<file path="src/rtl/burst_pkg.sv">
// Shared timing constants and FSM encoding for the gated-carrier link.
// Transmitter and receiver both derive their defaults from here.
package burst_pkg;

    typedef enum logic [1:0] {
        IDLE  = 2'd0,
        BURST = 2'd1,
        GAP   = 2'd2
    } state_t;

    localparam int CARRIER_PERIOD    = 1316;
    localparam int BURST_ON_PERIODS  = 21;
    localparam int BURST_OFF_PERIODS = 63;

    // Two silent carrier periods end a burst; two full symbol slots end a frame.
    localparam int DEF_CARRIER_TIMEOUT = 2 * CARRIER_PERIOD;
    localparam int DEF_FRAME_GAP =
        2 * (BURST_ON_PERIODS + BURST_OFF_PERIODS) * CARRIER_PERIOD;

    localparam int DEF_CNT_W      = 18;
    localparam int DEF_MIN_PULSES = 4;
    localparam int DEF_BIT_THRESH = 16;

endpackage

</file>
<file path="src/rtl/line_sync.sv">
// Two-flop synchroniser for the asynchronous line plus rising-edge detect.
// The edge is seen by the consumer on the third clock after the transition.
module line_sync (
    input  logic clk,
    input  logic rst_n,
    input  logic d_in,
    output logic rise
);

    logic r_meta;
    logic r_sync;
    logic r_prev;

    always_ff @(posedge clk or negedge rst_n) begin
        if (!rst_n) begin
            r_meta <= 1'b0;
            r_sync <= 1'b0;
            r_prev <= 1'b0;
        end else begin
            r_meta <= d_in;
            r_sync <= r_meta;
            r_prev <= r_sync;
        end
    end

    assign rise = r_sync & ~r_prev;

endmodule

</file>
<file path="src/rtl/burst_decoder.sv">
// Counts carrier pulses per burst, classifies bursts as 0/1/glitch and
// assembles LSB-first bytes for a valid/ready consumer.
module burst_decoder
    import burst_pkg::*;
#(
    parameter int CNT_W           = DEF_CNT_W,
    parameter int CARRIER_TIMEOUT = DEF_CARRIER_TIMEOUT,
    parameter int MIN_PULSES      = DEF_MIN_PULSES,
    parameter int BIT_THRESH      = DEF_BIT_THRESH,
    parameter int FRAME_GAP       = DEF_FRAME_GAP
) (
    input  logic       clk,
    input  logic       rst_n,
    input  logic       rx_in,
    output logic [7:0] data_out,
    output logic       data_valid,
    input  logic       data_ready,
    output logic       overrun,
    output logic       frame_err,
    output logic       busy
);

    localparam logic [CNT_W-1:0] LP_TO = CNT_W'(CARRIER_TIMEOUT - 1);
    localparam logic [CNT_W-1:0] LP_FG = CNT_W'(FRAME_GAP - 1);
    localparam logic [7:0]       LP_MIN = 8'(MIN_PULSES);
    localparam logic [7:0]       LP_THR = 8'(BIT_THRESH);

    state_t           r_state;
    logic [7:0]       r_pulse;
    logic [CNT_W-1:0] r_gap;
    logic [2:0]       r_bitcnt;
    logic [7:0]       r_shift;
    logic             r_byte_done;
    logic [7:0]       r_data;
    logic             r_valid;
    logic             r_overrun;
    logic             r_frame_err;
    logic             r_busy;

    logic             w_rise;
    logic [CNT_W-1:0] w_gap_inc;
    logic [7:0]       w_pulse_inc;
    logic             w_bit;

    line_sync u_sync (
        .clk   (clk),
        .rst_n (rst_n),
        .d_in  (rx_in),
        .rise  (w_rise)
    );

    assign w_gap_inc   = (&r_gap) ? r_gap : r_gap + 1'b1;
    assign w_pulse_inc = (&r_pulse) ? r_pulse : r_pulse + 1'b1;
    assign w_bit       = (r_pulse >= LP_THR);

    always_ff @(posedge clk or negedge rst_n) begin
        if (!rst_n) begin
            r_state     <= IDLE;
            r_pulse     <= '0;
            r_gap       <= '0;
            r_bitcnt    <= '0;
            r_shift     <= '0;
            r_byte_done <= 1'b0;
            r_data      <= '0;
            r_valid     <= 1'b0;
            r_overrun   <= 1'b0;
            r_frame_err <= 1'b0;
            r_busy      <= 1'b0;
        end else begin
            r_frame_err <= 1'b0;
            r_byte_done <= 1'b0;

            // An accept in the load cycle frees the slot for the new byte.
            if (r_byte_done) begin
                if (r_valid && !data_ready) begin
                    r_overrun <= 1'b1;
                end else begin
                    r_data  <= r_shift;
                    r_valid <= 1'b1;
                end
            end else if (r_valid && data_ready) begin
                r_valid <= 1'b0;
            end

            unique case (r_state)
                IDLE: begin
                    if (w_rise) begin
                        r_state <= BURST;
                        r_pulse <= 8'd1;
                        r_gap   <= '0;
                        r_busy  <= 1'b1;
                    end
                end
                BURST: begin
                    if (w_rise) begin
                        r_pulse <= w_pulse_inc;
                        r_gap   <= '0;
                    end else if (r_gap == LP_TO) begin
                        r_state <= GAP;
                        r_gap   <= w_gap_inc;
                        if (r_pulse >= LP_MIN) begin
                            r_shift     <= {w_bit, r_shift[7:1]};
                            r_bitcnt    <= r_bitcnt + 3'd1;
                            r_byte_done <= (r_bitcnt == 3'd7);
                        end
                    end else begin
                        r_gap <= w_gap_inc;
                    end
                end
                GAP: begin
                    if (w_rise) begin
                        r_state <= BURST;
                        r_pulse <= 8'd1;
                        r_gap   <= '0;
                    end else if (r_gap == LP_FG) begin
                        r_state <= IDLE;
                        r_busy  <= 1'b0;
                        if (r_bitcnt != 3'd0) begin
                            r_frame_err <= 1'b1;
                            r_bitcnt    <= '0;
                            r_shift     <= '0;
                        end
                    end else begin
                        r_gap <= w_gap_inc;
                    end
                end
                default: begin
                    r_state <= IDLE;
                    r_busy  <= 1'b0;
                end
            endcase
        end
    end

    assign data_out   = r_data;
    assign data_valid = r_valid;
    assign overrun    = r_overrun;
    assign frame_err  = r_frame_err;
    assign busy       = r_busy;

endmodule

</file>
<file path="config.mk">
export PLATFORM = sky130hd
export DESIGN_NAME = burst_decoder
export DESIGN_NICKNAME = d
export VERILOG_FILES = /design/src/rtl/burst_pkg.sv /design/src/rtl/line_sync.sv /design/src/rtl/burst_decoder.sv
export SDC_FILE = /design/constraint.sdc
export NUM_CORES = 1
export LEC_CHECK = 0
export ABC_CLOCK_PERIOD_IN_PS = 6100
export CAP_MARGIN = 20
export CELL_PAD_IN_SITES_DETAIL_PLACEMENT = 1
export CELL_PAD_IN_SITES_GLOBAL_PLACEMENT = 2
export CORE_MARGIN = 1.5
export CORE_UTILIZATION = 42
export CTS_CLUSTER_SIZE = 28
export DETAILED_ROUTE_END_ITERATION = 8
export GPL_ROUTABILITY_DRIVEN = 0
export PLACE_DENSITY_LB_ADDON = 0.15
export SLEW_MARGIN = 20
export SYNTH_ARGS = -nofsm -noshare
export SYNTH_HDL_FRONTEND = slang
export SYNTH_SLANG_ARGS = --single-unit
export TNS_END_PERCENT = 5
</file>
<file path="constraint.sdc">
create_clock -name clk -period 6.1 [get_ports clk]
set_input_delay 0.61 -clock clk [delete_from_list [all_inputs] [get_ports clk]]
set_output_delay 0.61 -clock clk [all_outputs]
set_load 0.02 [all_outputs]
</file>
# --- After elaboration in Yosys (flattened, before gate mapping) ---
# Cells that the tools add are included.
word_totals:
  ff_bits: 55
  out_inout_bits: 12
classes:
  n_addsub: 3
  bitwise: 4
  reduce_logical: 20
  mux: 45
  n_eq_ne: 18
  n_lt_le_gt_ge: 2
op_table:
  columns: ["operator", "count"]
  rows:
  - ["$mux W18", 5]
  - ["$mux W8", 9]
  - ["$pmux W18 S3", 1]
  - ["$pmux W8 S2", 2]
  - ["$add A18 B1 Y18 const B", 1]
  - ["$eq A18 B12 Y1 const B", 1]
  - ["$eq A18 B18 Y1 const B", 1]
  - ["$mux W3", 6]
  - ["$reduce_and A18 Y1", 1]
  - ["$ne A2 B2 Y1 const B", 8]
  - ["$mux W1", 14]
  - ["$reduce_and A4 Y1", 3]
  - ["$mux W2", 5]
  - ["$add A8 B1 Y8 const B", 1]
  - ["$ge A8 B3 Y1 const B", 1]
  - ["$ge A8 B5 Y1 const B", 1]
  - ["$reduce_and A8 Y1", 1]
  - ["$reduce_and A7 Y1", 1]
  - ["$ne A2 B1 Y1 const B", 3]
  - ["$ne A3 B2 Y1 const B", 2]
  - ["$pmux W2 S3", 1]
  - ["$pmux W3 S2", 1]
  - ["$reduce_and A2 Y1", 3]
  - ["$reduce_bool A2 Y1", 3]
  - ["other kinds (13)", 17]

# --- Longest topological paths before layout ---
depth:
  ltp_word: 5
  depth_mapped: 9
  ltp_nobuf: 7

# --- By module ---
# From an unflattened synthesis, not the netlist that was laid out.
hier_totals:
  cells_unflattened: 284
  hier_area_um2: 2957.8
by_module_without_submodules:
  columns: ["mod", "seq_area_each_um2", "instances", "cells_each", "area_per_inst_um2"]
  rows:
  - ["burst_decoder", 1301.2, 1, 280, 2869.0]
  - ["line_sync", 75.1, 1, 4, 88.8]

# --- Least setup slack after synthesis ---
# OpenSTA, ideal clock, no wires.
synth_path:
  path_type: "register -> register"
  startpoint: "register r_gap[0]"
  endpoint: "register r_gap[2]"
  arrival_ns: 2.209
  period_less_slack_ns: 2.341
  slack_ns: 3.759
  path_stages_with_launch: 8
  path_cell_list: "dfrtp_1 -> ha_1 -> or4b_4 -> or4_4 -> o21a_1 -> buf_6 -> a41oi_1 -> a31oi_1"
synth_between:
  elab_chain_len: 5
  word_cells_on_any_way: 10
  classes_between: "add/sub: 1; eq/ne: 2; mux: 5; reduce/logical: 2"
synth_lines:
  columns: ["element", "line", "rtl"]
  rows:
  - ["start, declared", "burst_decoder.sv:30", "logic [CNT_W-1:0] r_gap;"]
  - ["start signal, assigned", "burst_decoder.sv:100", "r_gap <= w_gap_inc;"]
  - ["start signal, assigned", "burst_decoder.sv:107", "r_gap <= w_gap_inc;"]
  - ["start signal, assigned", "burst_decoder.sv:124", "r_gap <= w_gap_inc;"]
  - ["$add A18 B1 Y18 or $reduce_and A18 Y1 (tied branches)", "burst_decoder.sv:52", "assign w_gap_inc = (&r_gap) ? r_gap : r_gap + 1'b1;"]
  - ["$mux W18", "burst_decoder.sv:52", null]
  - ["$mux W18", "burst_decoder.sv:115", "end else if (r_gap == LP_FG) begin"]
  - ["$mux W18", "burst_decoder.sv:111", "if (w_rise) begin"]
  - ["$pmux W18 S3", "burst_decoder.sv:85", "unique case (r_state)"]
# Several ways; a longest one is shown, not always the timed one. The select of a mux whose other input is x is not followed.
# A chain may end at the register's enable or synchronous reset.

# --- Final worst setup path ---
layout_path:
  startpoint: "register r_gap[0]"
  endpoint: "register r_bitcnt[0]"
layout_between:
  elab_chain_len: 3
  word_cells_on_any_way: 5
  classes_between: "eq/ne: 4; reduce/logical: 1"
layout_lines:
  columns: ["element", "line", "rtl"]
  rows:
  - ["$eq A18 B18 Y1 or $eq A18 B12 Y1 (tied branches)", "burst_decoder.sv:115, burst_decoder.sv:98", null]
  - ["$ne A2 B2 Y1 (no line)", null, null]
  - ["$reduce_and A7 Y1 (no line) (*)", null, null]
  - ["end signal, assigned", "burst_decoder.sv:103", "r_bitcnt <= r_bitcnt + 3'd1;"]
  - ["end, declared", "burst_decoder.sv:31", "logic [2:0] r_bitcnt;"]
# Every way passes the cells marked *; elsewhere a longest branch is shown, timed or not.

==> results.cfg <==
[drt]
ant_nets = 0
vias = 2352
first_pass_iters = 4
drt_iter0_drc = 109
viasPerCell = 5.91
post_drt_wl_per_cell_um = 17.5
drc = 0
wl_um = 6970

[timing]
relSlewSlack_pct = 51.8
rsz0062_at_grt = false
setup_slack_ns = 3.33
period_minus_slack_ns = 2.77
timing.fmax_mhz = 362
tightestPinTransition_ns = 0.720
hold_viol = 0
period_share_pct = 45.3
tns_ns = 0
finalSetupViolations = 0
slew_viol_final = 0
finalClockSkew_ns = 0.00870

[clock_tree]
postCtsHoldBufs = 0
clock_latency_ns = 0.32
numCtsBuffers = 5
cts_tree = built
post_cts_resized = 0
cts.sinks = 55
cts.clk_slew.worst_paths_ns = 0.11
cts_buffer_depth = 2
cts-htree-levels = 2
cts_setup_buffers = 0
cts-root-buf = clkbuf_8

[logic_synthesis]
synth_cells = 293
synth_top_family_by_area = compound AO/OA/AOI/OAI gates
ys_types = 52
synth_top_cell_by_area = dfrtp_1
synth-edff-count = 0
syn_area_mm2 = 0.00295
synthArstFlopShare_pct = 100
muxShareOfSynthArea_pct = 3.82
synthXorXnorAreaFrac_pct = 0
ys.flop_type = dfrtp_1
ys_warn_count = 0
yosys.area_share.adder_pct = 4.24
synth-compound-area-share_pct = 20.3
synth-seq-cells = 55
syn_nets = 307
yosys.area.top_type_share_pct = 46.6
ys_seq_area_share_pct = 46.6
synthSimpleGateAreaFrac_pct = 20.2
synthTopCellsByArea = dfrtp_1 47%, ha_1 4.2%, mux2_2 3.4%
synth.avg_cell_area_um2 = 10.1

[setup_path]
crit_chain = ha_1, or4b_4, or2_1, o41a_1, nor2_1, mux2_2
start_kind = flop
cp.required_ns = 6.36
crit_type = flop to flop
critical_path_arrival_ns = 3.03
rrSetupSlack_ns = 3.33
cpPeakStageDelay_ns = 0.56
cp-end-kind = flop
cp_slowest_cell = nor2_1
crit_fanout = 11

[global_route]
grt_max_degree = 56
grt.total_usage_pct = 19.8
grt.overflow.total = 0
grt_pass1_wl_um = 11900
grt_antenna_before_repair = 0
grt_pass1_vias = 2334

[flow_run]
drv_cap = 0

[power_and_ir_drop]
max-vdd-ir-drop_mv = 0.205
leakage_nw = 1.36
powerDensity_mw_per_mm2 = 324
power_switching_mw = 0.425
p_clk_share_pct = 21.0
p_comb_share_pct = 37.0
switching_share_pct = 40.6
p_seq_share_pct = 42.0
internal_power_mw = 0.623

[finish]
fillers = 789
fin_nets = 315
design_area_mm2 = 0.00324
syn2layout_area_growth_pct = 9.75
drive_gt1_share_pct = 9.60
layout_commonest_cell = dfrtp_1
n_antenna_cell = 0
final_cell_mix = 55 x dfrtp_1, 17 x nor2_1, 16 x inv_1, 16 x nand3_1, 14 x clkdlybuf4s50_1

[placement]
port_buffers = 15
place_ws_ns = 3.36
placed_cell_area_mm2 = 0.00314
dp.final_hpwl_um = 4920

[outcome]
status = finished, final reports clean

[floorplanning]
die_w_um = 86.8
ios = 16
initial_utilization_pct = 43.4
core_area_mm2 = 0.00679
die-height_um = 86.8
rows = 30
die_area_mm2 = 0.00754

[worst_hold_path]
hold_class = flop to flop
==> path summary, 6_finish.rpt <==
path / startpoint / endpoint / depth (start not counted)
max: r_gap[0]$_DFFE_PN0P_ / r_bitcnt[0]$_DFFE_PN0P_ / 6
min: u_sync.r_meta$_DFF_PN0_ / u_sync.r_sync$_DFF_PN0_ / 0
max reg2reg: r_gap[0]$_DFFE_PN0P_ / r_bitcnt[0]$_DFFE_PN0P_ / 6
min reg2reg: u_sync.r_meta$_DFF_PN0_ / u_sync.r_sync$_DFF_PN0_ / 0
max in group asynchronous: rst_n / r_gap[7]$_DFFE_PN0P_ / 2
min in group asynchronous: rst_n / r_gap[17]$_DFFE_PN0P_ / 2
==> power by group through the flow <==
stage	Combinational (mW)	Sequential [mW]	Clock, mW
global route	0.439	0.446	0.242
detailed placement	0.392	0.449	0
floorplan	0.310	0.441	0
global placement	0.383	0.447	0
CTS	0.393	0.441	0.229
finish	0.388	0.440	0.220
==> cell usage after synthesis (all sizes together) (2+ instances only) <==
cell type / number
and2: 4
nor4b: 2
a21o: 7
or4b: 2
inv: 16
nor3: 4
and4: 4
or4: 6
o21ai: 20
ha: 10
o21bai: 2
nand4: 10
nor2b: 2
mux2: 10
o2111ai: 4
dfrtp: 55
nor4: 5
o31ai: 9
and3: 5
a31oi: 9
a41oi: 4
a21oi: 11
buf: 5
nor2: 17
nand3: 16
nand2b: 4
nand2: 12
nand4b: 3
a22o: 10
clkbuf: 10
or2: 3
==> cell families after synthesis <==
| kind of cell | after synthesis |
|---|---|
| buf+inv | 31 |
| simple gates | 102 |
| fa+ha+maj | 10 |
| compound gates | 85 |
| mux | 10 |
| flops | 55 |
==> per-layer routing <==
layer  vias to the layer above  share of wire [%]  GRT usage [%]
met5                         -                  0              0
met1                      1190                 52           29.2
met3                         6                2.4           2.86
li1                       1125                  -              -
met2                        31                 45           30.6
met4                         0                1.0           4.99
==> through the flow <==
| step | instances | util (%) | power, mW | hold WS [ns] |
|---|---|---|---|---|
| 2_1_floorplan | 293 | - | 0.751 | 0.314 |
| 4_1_cts | 398 | 47.7 | 1.06 | 0.380 |
| 5_1_grt | 398 | 47.7 | 1.13 | 0.382 |
| 6_report | 398 | 47.7 | 1.05 | 0.376 |
| 3_5_place_dp | 390 | 46.3 | 0.841 | 0.355 |
| 3_3_place_gp | 390 | 46.3 | 0.830 | 0.336 |
==> sequential cells by signal, summed over array words and instances, names as in the netlist, 2 cells and up <==
name and cells:
r_pulse 8, r_gap 18, data_out 8, r_state 2, r_shift 8, r_bitcnt 3
==> worst max-delay path, delay by kind of cell, from the launching register on <==
family                   cells  cell delay [ns]
multiplexers                 1             0.28
AND/OR/NAND/NOR              3             1.30
adder cells (fa/ha/maj)      1             0.28
flip-flops                   1             0.41
AO/OA/AOI/OAI                1             0.44
==> area by class of cell <==
cell class / count / area (um^2) / area share [%]
flip-flops and latches: 55 / 1380 / 42.5
multi-input cells: 207 / 1430 / 44.3
inverters: 16 / 60.1 / 1.85
repair buffers: 16 / 153 / 4.71
well taps: 96 / 120 / 3.71
clock buffers: 5 / 68.8 / 2.12
clock inverters: 3 / 27.5 / 0.850
Power figures use the tool's default switching activity.
